--- src/rtl/srl_fifo.sv ---
// ============================================================================
//  Module   : srl_fifo
//  Brief    : Elastic FIFO built from a tapped shift-register store with a
//             registered valid/ready output stage. Capacity is DEPTH + 1.
//  Revision : 1.0 - initial release
// ============================================================================
`default_nettype none

module srl_fifo #(
    parameter int WIDTH = 8,
    parameter int DEPTH = 16,
    parameter int LBITS = $clog2(DEPTH + 2)
) (
    input  logic             clock,
    input  logic             reset,
    input  logic             valid_i,
    output logic             ready_o,
    input  logic [WIDTH-1:0] data_i,
    output logic             valid_o,
    input  logic             ready_i,
    output logic [WIDTH-1:0] data_o,
    output logic [LBITS-1:0] level_o
);

    localparam int c_cbits = $clog2(DEPTH + 1);
    localparam int c_abits = $clog2(DEPTH);

    logic [WIDTH-1:0]   r_srl [DEPTH];
    logic [c_cbits-1:0] r_count;
    logic               r_valid;
    logic               r_ready;
    logic [WIDTH-1:0]   r_data;

    logic               w_write;
    logic               w_load;
    logic               w_empty;
    logic               w_shift;
    logic               w_pop;
    logic [c_abits-1:0] w_addr;
    logic [c_cbits-1:0] w_count_next;

    assign w_write = valid_i && r_ready;
    assign w_load  = !r_valid || ready_i;
    assign w_empty = (r_count == '0);
    // An empty store with a free output register bypasses straight to data_o.
    assign w_shift = w_write && !(w_load && w_empty);
    assign w_pop   = w_load && !w_empty;
    assign w_addr  = c_abits'(r_count - c_cbits'(1));

    assign w_count_next = r_count + c_cbits'(w_shift) - c_cbits'(w_pop);

    // Store carries no reset so it maps onto shift-register LUTs.
    always_ff @(posedge clock) begin
        if (w_shift) begin
            for (int i = DEPTH - 1; i > 0; i--) begin
                r_srl[i] <= r_srl[i-1];
            end
            r_srl[0] <= data_i;
        end
    end

    always_ff @(posedge clock or posedge reset) begin
        if (reset) begin
            r_count <= '0;
            r_ready <= 1'b0;
        end else begin
            r_count <= w_count_next;
            r_ready <= (w_count_next < c_cbits'(DEPTH));
        end
    end

    // Tap read uses the pre-shift array, so a simultaneous shift cannot reorder.
    always_ff @(posedge clock or posedge reset) begin
        if (reset) begin
            r_valid <= 1'b0;
            r_data  <= '0;
        end else if (w_load) begin
            if (!w_empty) begin
                r_data  <= r_srl[w_addr];
                r_valid <= 1'b1;
            end else if (w_write) begin
                r_data  <= data_i;
                r_valid <= 1'b1;
            end else begin
                r_valid <= 1'b0;
            end
        end
    end

    assign ready_o = r_ready;
    assign valid_o = r_valid;
    assign data_o  = r_data;
    assign level_o = LBITS'(r_count) + LBITS'(r_valid);

endmodule

`default_nettype wire

--- config.mk ---
export PLATFORM = sky130hd
export DESIGN_NAME = srl_fifo
export DESIGN_NICKNAME = d
export VERILOG_FILES = /design/src/rtl/srl_fifo.sv
export SDC_FILE = /design/constraint.sdc
export NUM_CORES = 1
export LEC_CHECK = 0
export CORE_ASPECT_RATIO = 1.5
export CORE_UTILIZATION = 45
export DETAILED_ROUTE_END_ITERATION = 12
export HOLD_SLACK_MARGIN = 0.03
export PLACE_DENSITY_LB_ADDON = 0.12
export SKIP_LAST_GASP = 1
export SYNTH_ARGS = -nofsm -noshare
export SYNTH_HDL_FRONTEND = slang
export SYNTH_SLANG_ARGS = --single-unit
--- constraint.sdc ---
create_clock -name clock -period 9 [get_ports clock]
set_input_delay 0.9 -clock clock [delete_from_list [all_inputs] [get_ports clock]]
set_output_delay 0.9 -clock clock [all_outputs]
set_load 0.1 [all_outputs]
After elaboration in Yosys (flattened, before gate mapping) --
Memory sizes are Yosys's and may differ from the RTL's. Cells that the tools add are included.
Storage, ports and cells: register bits 15, bits in latches 0, memory bits (writable) 128, memory bits (read-only) 0, input port bits 12, output and inout port bits 15, logic and storage cells 27, memories kept 1
Operators by class: $add $sub $neg 4, multipliers 0, div/mod/pow operators 0, $lt $le $gt $ge 1, eq/ne operators 1, shift-type cells 0, multiplexer cells 6, bitwise operators 0, reductions and logical operators 10
Memories:
- r_srl | depth 16, bits a word 8, read ports 16, clocked after Yosys merged registers in 0, write ports 16, RTL line 28 | logic [WIDTH-1:0] r_srl [DEPTH];
Operator list (count):
- 2-to-1 mux 8 bit | 2
- adder 5 x 1 -> 5 bit | 2
- logical NOT 5 bit | 1
- < comparator 5 bit (second input constant) | 1
- subtractor 5 x 1 -> 5 bit | 1
- logical AND 1 bit | 4
- 2-to-1 mux 1 bit | 4
- subtractor 4 x 1 -> 4 bit (second input constant) | 1
- logical NOT 1 bit | 3
- != test 2 bit (second input constant) | 1
- AND reduction 2 bit | 1
- logical OR 1 bit | 1

Logic depth before layout (Yosys ltp) --
Gate-level depths: netlist of run 1.
word-level depth 8, depth in mapped cells 19, mapped depth without buffers 15

Worst setup path before layout of run 1 --
Ideal clock, no wire load.
path type reg2reg, start point register r_count[0], end point memory r_srl[0][0], enable pin, setup time 0.481 ns, arrival time 4.569 ns, slack 3.950 ns, stages on the path, launching flop included 11, buffers on the path 4, period minus slack after synthesis 5.050 ns, cell sequence dfrtp_1 buf_2 inv_1 buf_2 ha_1 buf_4 and3b_1 clkbuf_1 nor2b_1 or2_2 inv_1
RTL lines:
- start: declaration | RTL line 29 | logic [c_cbits-1:0] r_count;
- start signal: assignment | RTL line 67 | r_count <= w_count_next;
- end: declaration | RTL line 28

Final worst setup path of run 1 --
start point register r_count[0], end point output port level_o[4]
On the way: cells in the longest elaborated chain, start to end 1
RTL lines:
- adder 5 x 1 -> 5 bit | RTL line 93 | assign level_o = LBITS'(r_count) + LBITS'(r_valid);
- end: declaration | RTL line 22 | output logic [LBITS-1:0] level_o
No other way between the ends.

==> results of run 1 <==
-- synthesized netlist by cell type (all sizes together), types with 7 or more instances --
| cell type | n |
|---|---|
| edfxtp | 128 |
| a21oi | 31 |
| mux4 | 24 |
| dfrtp | 15 |
| nor2 | 14 |
| ha | 13 |
| nor2b | 11 |
| buf | 10 |
| inv | 10 |
| nor3 | 10 |
| nor4 | 9 |
| a211oi | 8 |
| mux2i | 8 |
| xnor2 | 7 |
-- kinds of logic (layout without fill, tap and decap cells) --
kind of cell / Yosys count / after routing / share of synthesized area, %
AO/OA/AOI/OAI: 56 / 56 / 6.13
AND/OR/NAND/NOR: 54 / 54 / 4.81
flip-flops: 143 / 143 / 71.5
buffers and inverters: 24 / 71 / 1.87
adder cells (fa/ha/maj): 14 / 14 / 3.10
XOR/XNOR: 12 / 12 / 2.10
multiplexers: 32 / 32 / 10.5
-- cell type report --
class / instances / area, um^2 / area share (%)
sequential: 143 / 4220 / 61.5
multi-input combinational: 168 / 1580 / 23.0
clock buffer: 18 / 429 / 6.25
timing repair buffer: 29 / 283 / 4.12
tap: 156 / 195 / 2.84
clock inverter: 14 / 120 / 1.75
inverter: 10 / 40.0 / 0.584
-- metal layers --
layer,up-vias,GRT usage [%],part of all wire [%]
met3,17,5.13,4.9
met1,1612,27.9,45
met5,-,0,0
met2,90,27.9,49
met4,0,6.83,1.5
li1,1408,-,-
-- state kept, by name, indices dropped and copies added, names as in the netlist --
signal   cells
r_count      5
ready_o      1
valid_o      1
data_o       8
r_srl      128
-- how the worst max path moves through the flow --
| stage | start | slack, ps | end |
|---|---|---|---|
| global placement | ready_i | 5320 | r_srl[7][0] |
| floorplan | r_count[0] | 3950 | r_srl[0][0] |
| global route | r_count[0] | 4890 | level_o[4] |
| CTS | r_count[0] | 5020 | level_o[4] |
| finish | r_count[0] | 5070 | level_o[4] |
| detailed placement | ready_i | 5200 | r_srl[13][1] |
-- stage by stage --
stage	instance area (um^2)	hold WS, ps	util [%]	setup slack (ps)	std cells
6_report	6860	440	54.3	5070	538
5_1_grt	6860	444	54.3	4890	538
4_1_cts	6860	439	54.3	5020	538
3_5_place_dp	6310	432	50.0	5200	506
3_3_place_gp	6310	424	50.0	5320	506
2_1_floorplan	5900	418	-	3950	335
-- critical path, stage by stage (launching register included) --
cell and delay (ps):
dfrtp_1 340, buf_4 420, ha_1 270, ha_1 190, nand2_1 70, xnor2_1 150, clkdlybuf4s50_1 1160
==> impl_metrics.toml, run 1 <==
[routing]
viasPerCell = 5.81
remaining_drc_errors = 0
ant_nets = 0
dr.pass1.iters = 4
initialDrtViolationCount = 293
vias = 3127
totalWireLength_mm = 11.4
wl_per_cell_um = 21.2

[worst_setup_path]
worstSetupPathType = "flip-flop to output pin"
arrival_ps = 3030
cp-start-kind = "flip-flop"
worstSetupEndpointType = "output pin"
reg2reg_from = "r_count[2]"
reg2reg_depth = 7
crit_path_max_fanout = 23
crit_required_ps = 8100
reg2reg_to = "r_srl[9][1]"
ff2ff_setup_slack_ps = 5410

[final_layout]
diodes = 0
mostFrequentLayoutCells = "128 x edfxtp_1, 31 x a21oi_1, 26 x clkdlybuf4s50_1, 24 x mux4_2, 17 x clkbuf_16"
layout-drive-gt1-share_pct = 16.5
nets = 395
syn2layout_area_growth_pct = 16.3
final_common_cell = "edfxtp_1"
fillers = 1042

[synth]
ys_seq_area_share_pct = 71.5
synth-edff-count = 128
synth.area.top_cells = "edfxtp_1 65%, mux4_2 9.2%, dfrtp_1 6.4%"
synth_top_area_cell = "edfxtp_1"
syn_avg_cell_area_um2 = 17.6
syn-num-nets = 361
yosysTopAreaCellShare_pct = 65.1
synth_top_flop_cell = "edfxtp_1"
synth_seq_cells = 143
syn_inst = 335
netlist-cell-type-count = 34
synth-async-reset-ratio_pct = 10.5
synth.cell_area_um2 = 5900
yosys_warnings = 0

[clocking]
cts_buffer_depth = 2
hold_buffers = 0
cts_setup_buffers = 0
tritoncts = "built"
htreeDepth = 4
cts_buffers = 17
cts_num_sinks = 143
clkLatencyLatePin_ps = 420
clk_pin_slew_worst_paths_ps = 60
cts_root_buffer = "clkbuf_16"
cts-resized-gates = 0

[timing]
max_freq_ghz = 0.254
rsz0062_at_grt = "false"
fin_setup_tns_ps = 0
min_period_ps = 3930
tightest_slew_ps = 986
setup_viol = 0
relSlewSlack_pct = 34.3
finalHoldViolations = 0
fin_worst_skew_ps = 11.7
min_period_over_period_pct = 43.7
final_max_slew_viol_count = 0

[floorplan]
die_x_um = 95.5
die_h_um = 142
start_util_pct = 46.7
dieArea_um2 = 13600
rows = 50
coreArea_um2 = 12600
pin_count = 27

[run_status]
status = "complete, no violations"

[worst_hold_path]
whs_endpoint = "r_srl[7][5]"
hold_depth = 0
hold_start = "r_srl[6][5]"
hold_class = "flip-flop to flip-flop"

[grt]
grt_use_total_pct = 19.2
antenna_found_initial = 0
grt_pass1_vias = 3186
grt_pass1_wl_mm = 18.5
grt_overflow = 0
grt_max_degree = 81

[placement]
gp_congestion = 0.741
port_buffers = 26
hpwlAfterDp_mm = 7.24

[run]
max-cap-violations = 0
Power of run 1 is not shown: default switching activity piles up to over one toggle a cycle in this logic, so the estimate is an artifact.
==> inputs of run 2 (changes only) <==
==> constraint.sdc (replaced) <==
create_clock -name clock -period 3.6 [get_ports clock]
set_input_delay 0.36 -clock clock [delete_from_list [all_inputs] [get_ports clock]]
set_output_delay 0.36 -clock clock [all_outputs]
set_load 0.1 [all_outputs]
==> run 2 against run 1 <==
- register-to-register slack worse by 4900 ps
- die area unchanged
- largest cell class unchanged
- first-iteration DRC count shrank 7.8%
- setup slack worse by 4500 ps
==> impl_metrics.toml, run 2 (same netlist as run 1, synthesis figures left out) <==
[worst_setup_path]
worstSetupEndpointType = "flip-flop"
arrival_ps = 3360
worstSetupPathType = "flip-flop to flip-flop"
cp-start-kind = "flip-flop"
crit_path_max_fanout = 7
crit_required_ps = 3890

[final_layout]
final_common_cell = "edfxtp_1"
nets = 397
largest_reg_flops = 128
mostFrequentLayoutCells = "128 x edfxtp_1, 31 x a21oi_1, 24 x mux4_2, 21 x clkdlybuf4s50_1, 17 x clkbuf_16"
fillers = 997
layout-drive-gt1-share_pct = 18.8
diodes = 0
syn2layout_area_growth_pct = 18.5
largest-register = "r_srl"

[floorplan]
die_x_um = 95.5
rows = 50
die_h_um = 142
pin_count = 27
dieArea_um2 = 13600
coreArea_um2 = 12600
start_util_pct = 46.7

[timing]
rsz0062_at_grt = "false"
fin_worst_skew_ps = 8.47
finalHoldViolations = 0
fin_setup_tns_ps = 0
final_max_slew_viol_count = 0
setup_viol = 0
max_freq_ghz = 0.326
holdWs_ps = 338
min_period_over_period_pct = 85.3
relSlewSlack_pct = 34.2
tightest_slew_ps = 985
min_period_ps = 3070

[routing]
totalWireLength_mm = 11.6
wl_per_cell_um = 21.5
ant_nets = 0
initialDrtViolationCount = 270
vias = 3124
viasPerCell = 5.79
dr.pass1.iters = 5
remaining_drc_errors = 0

[placement]
port_buffers = 26
hpwlAfterDp_mm = 7.11
gp_congestion = 0.795

[clocking]
cts_buffer_depth = 2
cts_setup_buffers = 0
cts_buffers = 17
cts_root_buffer = "clkbuf_16"
hold_buffers = 0
cts_num_sinks = 143
tritoncts = "built"
htreeDepth = 4
cts-resized-gates = 0
clk_pin_slew_worst_paths_ps = 60
clkLatencyLatePin_ps = 410

[run_status]
status = "complete, no violations"

[grt]
grt_pass1_wl_mm = 18.4
grt_overflow = 0
antenna_found_initial = 0
grt_max_degree = 129
grt_use_total_pct = 19.0
grt_pass1_vias = 3264

[run]
max-cap-violations = 0

[worst_hold_path]
hold_class = "input pin to asynchronous set/reset pin"
run 2: path summary, 6_finish.rpt:
path,start,to,slack [ps],cells past startpoint
worst min register to register,r_srl[14][3],r_srl[15][3],440,0
worst min-delay path,reset,r_count[2],340,2
max in group asynchronous,reset,data_o[2],2840,2
min in group clock,r_srl[14][3],r_srl[15][3],440,0
worst max register to register,r_count[1],ready_o,530,15
worst max-delay path,r_count[1],ready_o,530,15
run 2: layer usage:
layer  global-route usage [%]  share of wire (%)  up-vias
met5                        0                  0        -
met4                     7.70                2.0        0
met3                     5.82                4.6       19
met2                     28.2                 48      106
met1                     26.3                 45     1587
li1                         -                  -     1412
run 2: through the flow:
step	area (um^2)	setup slack [ps]	cells	utilization, %
detailed placement	6350	539	508	50.3
CTS	6990	525	540	55.3
floorplan	5960	-250	335	-
global route	6990	275	540	55.3
finish	6990	529	540	55.3
global placement	6350	589	508	50.3
run 2: area by class of cell:
type | instances | area [um^2] | area share [%]
Tap cell | 156 | 195 | 2.79
Clock buffer | 19 | 433 | 6.19
Inverter | 10 | 43.8 | 0.626
Clock inverter | 13 | 210 | 3.01
Sequential cell | 143 | 4220 | 60.3
Multi-Input combinational cell | 168 | 1600 | 22.8
Timing Repair Buffer | 31 | 298 | 4.26
run 2: critical path, stage by stage (launching register included):
cell	delay, ps
dfrtp_1	450
inv_1	160
ha_4	230
and3b_1	270
nor2b_4	170
or2_4	270
ha_1	280
inv_1	50
ha_1	170
inv_1	60
fa_1	390
nor2_1	100
nor2_1	40
nor2_1	80
nor2_1	70
xor2_1	160
Power of run 2 is left out for the same reason.
